**config.mk**
```make
export PLATFORM = sky130hd
export DESIGN_NAME = button_conditioner
export DESIGN_NICKNAME = d
export VERILOG_FILES = /design/src/rtl/btn_pkg.sv /design/src/rtl/btn_channel.sv /design/src/rtl/button_conditioner.sv
export SDC_FILE = /design/constraint.sdc
export NUM_CORES = 1
export LEC_CHECK = 0
export ABC_AREA = 1
export CAP_MARGIN = 20
export CORE_UTILIZATION = 33
export CTS_BUF_LIST = sky130_fd_sc_hd__clkbuf_16
export DETAILED_ROUTE_END_ITERATION = 10
export PLACE_DENSITY = 0.56
export SETUP_SLACK_MARGIN = 0.5
export SYNTH_ARGS = -nofsm -noshare
export SYNTH_HDL_FRONTEND = slang
export SYNTH_SLANG_ARGS = --single-unit
export TNS_END_PERCENT = 30
```
**constraint.sdc**
```tcl
create_clock -name clk -period 3.4 [get_ports clk]
set_input_delay 0.68 -clock clk [delete_from_list [all_inputs] [get_ports clk]]
set_output_delay 0.68 -clock clk [all_outputs]
set_load 0.05 [all_outputs]
```
**src/rtl/btn_pkg.sv**
```systemverilog
`default_nettype none
// ============================================================================
// Module      : btn_pkg
// Description : Shared types and helpers for the button conditioner: pulse
//               FSM state encoding and counter width helpers.
// Revision    : 1.0 - initial release
// ============================================================================
package btn_pkg;

    // Pulse FSM state encoding; 2'd3 is unused and recovers to IDLE.
    localparam int STATE_W = 2;

    typedef enum logic [STATE_W-1:0] {
        IDLE   = 2'd0,
        HELD   = 2'd1,
        REPEAT = 2'd2
    } btn_state_e;

    // Bits needed to hold 0..value-1, never less than one bit.
    function automatic int clog2_min1(input int value);
        if (value <= 1) begin
            return 1;
        end
        return $clog2(value);
    endfunction

    // Larger of two integers, used to size the shared repeat counter.
    function automatic int max2(input int a, input int b);
        return (a > b) ? a : b;
    endfunction

endpackage : btn_pkg
`default_nettype wire

```
**src/rtl/btn_channel.sv**
```systemverilog
`default_nettype none
// ============================================================================
// Module      : btn_channel
// Description : One button channel: 2-flop synchronizer, stable-count
//               debouncer and press/auto-repeat pulse FSM.
// Revision    : 1.0 - initial release
// ============================================================================
module btn_channel
    import btn_pkg::*;
#(
    parameter int DEBOUNCE_CYCLES = 16,
    parameter int REPEAT_DELAY    = 50000,
    parameter int REPEAT_PERIOD   = 10000
) (
    input  logic clk,
    input  logic rst,
    input  logic raw,
    input  logic repeat_en,
    output logic level,
    output logic pulse
);

    localparam int DW = clog2_min1(DEBOUNCE_CYCLES);
    localparam int RW = clog2_min1(max2(REPEAT_DELAY, REPEAT_PERIOD));

    localparam logic [DW-1:0] DB_LAST     = DW'(DEBOUNCE_CYCLES - 1);
    localparam logic [DW-1:0] DB_ONE      = DW'(1);
    localparam logic [RW-1:0] DELAY_LAST  = RW'(REPEAT_DELAY - 1);
    localparam logic [RW-1:0] PERIOD_LAST = RW'(REPEAT_PERIOD - 1);
    localparam logic [RW-1:0] RPT_ONE     = RW'(1);

    logic            sync_meta;
    logic            sync;
    logic [DW-1:0]   db_cnt;
    logic [RW-1:0]   rcnt;
    btn_state_e      state;
    logic            rise;

    // Two-flop synchronizer bringing the asynchronous pin into the clk domain.
    always_ff @(posedge clk or posedge rst) begin
        if (rst) begin
            sync_meta <= 1'b0;
            sync      <= 1'b0;
        end else begin
            sync_meta <= raw;
            sync      <= sync_meta;
        end
    end

    // Accept a new level only after it has differed from the current one
    // for DEBOUNCE_CYCLES consecutive edges; any agreeing sample restarts it.
    always_ff @(posedge clk or posedge rst) begin
        if (rst) begin
            db_cnt <= '0;
            level  <= 1'b0;
        end else if (sync != level) begin
            if (db_cnt == DB_LAST) begin
                level  <= sync;
                db_cnt <= '0;
            end else begin
                db_cnt <= db_cnt + DB_ONE;
            end
        end else begin
            db_cnt <= '0;
        end
    end

    // Debounced level is about to go 0->1 on this edge; lets the press pulse
    // line up with the first cycle of level=1.
    assign rise = sync & ~level & (db_cnt == DB_LAST);

    // Press / auto-repeat pulse FSM with registered one-cycle pulse output.
    always_ff @(posedge clk or posedge rst) begin
        if (rst) begin
            state <= IDLE;
            rcnt  <= '0;
            pulse <= 1'b0;
        end else begin
            pulse <= 1'b0;
            case (state)
                IDLE: begin
                    if (rise) begin
                        pulse <= 1'b1;
                        rcnt  <= '0;
                        state <= HELD;
                    end
                end
                HELD: begin
                    if (!level) begin
                        // With very short debounce a new press can land on
                        // the same edge the release is seen; do not lose it.
                        if (rise) begin
                            pulse <= 1'b1;
                            rcnt  <= '0;
                        end else begin
                            state <= IDLE;
                        end
                    end else if (!repeat_en) begin
                        rcnt <= '0;
                    end else if (rcnt == DELAY_LAST) begin
                        pulse <= 1'b1;
                        rcnt  <= '0;
                        state <= REPEAT;
                    end else begin
                        rcnt <= rcnt + RPT_ONE;
                    end
                end
                REPEAT: begin
                    if (!level) begin
                        if (rise) begin
                            pulse <= 1'b1;
                            rcnt  <= '0;
                            state <= HELD;
                        end else begin
                            state <= IDLE;
                        end
                    end else if (!repeat_en) begin
                        rcnt  <= '0;
                        state <= HELD;
                    end else if (rcnt == PERIOD_LAST) begin
                        pulse <= 1'b1;
                        rcnt  <= '0;
                    end else begin
                        rcnt <= rcnt + RPT_ONE;
                    end
                end
                default: begin
                    state <= IDLE;
                    rcnt  <= '0;
                end
            endcase
        end
    end

endmodule : btn_channel
`default_nettype wire

```
**src/rtl/button_conditioner.sv**
```systemverilog
`default_nettype none
// ============================================================================
// Module      : button_conditioner
// Description : N_CH independent button channels (sync, debounce, press and
//               auto-repeat pulses) for the parking-meter front panel.
// Revision    : 1.0 - initial release
// ============================================================================
module button_conditioner
    import btn_pkg::*;
#(
    parameter int N_CH            = 4,
    parameter int DEBOUNCE_CYCLES = 16,
    parameter int REPEAT_DELAY    = 50000,
    parameter int REPEAT_PERIOD   = 10000
) (
    input  logic            clk,
    input  logic            rst,
    input  logic [N_CH-1:0] btn_raw,
    input  logic [N_CH-1:0] repeat_en,
    output logic [N_CH-1:0] btn_level,
    output logic [N_CH-1:0] btn_pulse
);

    // One fully independent channel per button; no cross-channel logic.
    for (genvar i = 0; i < N_CH; i++) begin : g_ch
        btn_channel #(
            .DEBOUNCE_CYCLES (DEBOUNCE_CYCLES),
            .REPEAT_DELAY    (REPEAT_DELAY),
            .REPEAT_PERIOD   (REPEAT_PERIOD)
        ) u_channel (
            .clk       (clk),
            .rst       (rst),
            .raw       (btn_raw[i]),
            .repeat_en (repeat_en[i]),
            .level     (btn_level[i]),
            .pulse     (btn_pulse[i])
        );
    end

endmodule : button_conditioner
`default_nettype wire

```
==> results.json <==
{
  "fp.dieW_um": 138,
  "min_to": "g_ch[1].u_channel.sync",
  "rsz0062_at_grt": "false",
  "io_pins": 18,
  "num_vias": 5104,
  "clockPowerShare_pct": 44.3,
  "cts.sinks": 104,
  "crit_type": "flop to primary output",
  "grt_pass1_wl_um": 22100,
  "htreeDepth": 3,
  "final_max_slew_viol_count": 0,
  "drt_iter0_markers": 277,
  "synth.cell_area_um2": 6120,
  "avgRoutedWirePerCell_um": 11.5,
  "pwr-share-comb_pct": 3.5,
  "hpwl_um": 8820,
  "synth_area_leaders": "dfrtp_1 (43%), nand2_1 (15%), inv_1 (6.6%)",
  "cts_root_buffer": "clkbuf_16",
  "cts_resized": 0,
  "synth_edf_count": 0,
  "worst_skew_pair.late_latency_ns": 0.36,
  "yosys_warnings": 0,
  "ys_top_cells_by_count": "nand2_1 (246), inv_1 (108), dfrtp_1 (104)",
  "die_area_um2": 19100,
  "finalHoldViolCount": 0,
  "cts_setup_buffers": 0,
  "critPathTopFamily": "buffers and inverters",
  "path_clk_slew_ns": 0.07,
  "cp.buffers_inverters": 1,
  "area_growth_pct": 10.8,
  "min_delay_path_depth": 0,
  "cts_made_buffers": 9,
  "use_met2_pct": 22.3,
  "layout.cells.non_filler": 1089,
  "p_per_area_nw_per_um2": 361,
  "met3_usage_pct": 3.50,
  "fmax_mhz": 434,
  "grt_busiest_layer": "met2",
  "synth-seq-cells": 104,
  "slowest_stage": "clkdlybuf4s50_1",
  "yosys.area.top_type_share_pct": 42.6,
  "critPathMaxFanout": 5,
  "port_buffers": 17,
  "outcome": "finished with violations",
  "period_share_pct": 67.7,
  "power_switching_mw": 0.571,
  "holdBufCountCts": 0,
  "swShare_pct": 23.4,
  "syn_nets": 864,
  "whs_ns": 0.351,
  "core-area_um2": 18100,
  "cp.required_ns": 2.72,
  "hp-start": "g_ch[1].u_channel.sync_meta",
  "critPathLaunchType": "flop",
  "violations": "design-rule violations",
  "rows": 49,
  "hp-class": "flop to flop",
  "synth.avg_cell_area_um2": 7.26,
  "crit-reg2reg-launch": "g_ch[2].u_channel.db_cnt[0]",
  "grt_pass1_vias": 4804,
  "slew_headroom_pct": 60.7,
  "cts_tree": "built",
  "crit_chain": "clkdlybuf4s50_1",
  "reg2reg_slack_ns": 1.50,
  "static-leakage-power_nw": 3.59,
  "ys_types": 30,
  "diodes": 0,
  "start_util_pct": 33.8,
  "route.detailed.drc": 4,
  "grt_max_degree": 105,
  "cts_buffer_depth": 2,
  "pwr-share-seq_pct": 52.2,
  "drive_gt1_share_pct": 6.05,
  "antenna_found_initial": 0,
  "vias_per_cell": 4.69,
  "intPower_mw": 1.87,
  "antenna_left": 0,
  "min_period_ns": 2.30,
  "r2r_end": "g_ch[2].u_channel.rcnt[6]",
  "setup_viol": 0,
  "vdd_drop_max_v": 0.000220,
  "gr-total-overflow": 0,
  "skew_ns": 0.00933,
  "syn_inst": 842,
  "drt_wl_total_um": 12500,
  "reg2reg_depth": 8,
  "arrival_ns": 1.62,
  "synth-async-reset-ratio_pct": 100,
  "nets": 877,
  "floorplan.die.height_um": 138,
  "tightestPinTransition_ns": 0.589,
  "cpPeakStageDelay_ns": 0.84,
  "synth_flop_cell": "dfrtp_1",
  "seq_area_frac_synth_pct": 42.6,
  "power_mw": 2.44,
  "worstSetupEndpointType": "primary output",
  "drv_cap": 0,
  "grt_util_met1_pct": 19.0,
  "placed_cells": 1073,
  "setup_tns_ns": 0,
  "routabilityCongestion": 0.828,
  "yosysMostFrequentCell": "nand2_1",
  "grt_usage_pct": 14.2,
  "synth_area_leader_cell": "dfrtp_1",
  "dr.pass1.iters": 8
}
[final cells by class]
| class | count | area, um2 |
|---|---|---|
| Clock buffer | 9 | 225 |
| Clock inverter | 7 | 80.1 |
| Fill cell | 1864 | 11300 |
| Inverter | 115 | 435 |
| Multi-Input combinational cell | 607 | 2960 |
| Sequential cell | 104 | 2600 |
| Tap cell | 229 | 287 |
| Timing Repair Buffer | 18 | 190 |
[flip-flops by register name, summed over array words and instances (netlist names)]
signal / count
g_ch.u_channel.state: 8
g_ch.u_channel.sync_meta: 4
g_ch.u_channel.level: 4
g_ch.u_channel.pulse: 4
g_ch.u_channel.rcnt: 64
g_ch.u_channel.sync: 4
g_ch.u_channel.db_cnt: 16
[kinds of logic after synthesis]
kind of cell,count (synthesis),share of synthesized area (%)
simple gates,466,32.5
buf+inv,131,9.10
flops,104,42.6
compound gates,98,8.98
xor+xnor,31,4.44
fa+ha+maj,12,2.45
[placed cells by master, fill, tap and decap left out, drive strengths merged, types with 9 or more instances in the layout]
master	instances
xor2	29
o21ai	51
clkdlybuf4s50	17
o22ai	17
nor3	21
nand3	75
nand2	258
inv	118
clkbuf	9
ha	12
nor2	103
a21oi	23
dfrtp	104
[layer usage]
metal	up-vias	part of all wire, %	wire (um)
met5	-	0	0
met4	0	1.1	137
met3	8	3.7	462
met2	79	45	5630
met1	2326	50	6310
li1	2691	-	-
[stage by stage]
| stage | worst slack, ns | cell area (um2) | util, % |
|---|---|---|---|
| after floorplan | 1.47 | 6120 | - |
| after global placement | 1.28 | 6470 | 35.8 |
| after detailed placement | 1.19 | 6470 | 35.8 |
| after CTS | 1.07 | 6780 | 37.5 |
| after global routing | 1.03 | 6780 | 37.5 |
| final | 1.10 | 6780 | 37.5 |
[worst max-delay path by stage]
| stage | startpoint | endpoint | slack [ns] | depth (start not counted) |
|---|---|---|---|---|
| final | g_ch[3].u_channel.level | btn_level[3] | 1.10 | 1 |
| after global routing | g_ch[0].u_channel.level | btn_level[0] | 1.03 | 1 |
| after CTS | g_ch[2].u_channel.level | btn_level[2] | 1.07 | 1 |
| after detailed placement | repeat_en[2] | g_ch[2].u_channel.rcnt[8] | 1.19 | 5 |
| after global placement | repeat_en[1] | g_ch[1].u_channel.rcnt[4] | 1.28 | 5 |
| after floorplan | rst | g_ch[0].u_channel.db_cnt[0] | 1.47 | 1 |
[power groups by stage]
stage	registers (mW)	logic, mW	clock network, mW
2_1_floorplan	1.30	0.0600	0
3_3_place_gp	1.30	0.0892	0
3_5_place_dp	1.30	0.0900	0
4_1_cts	1.27	0.0901	1.13
5_1_grt	1.28	0.103	1.17
6_report	1.27	0.0865	1.08
(Power assumes the default switching activity.)
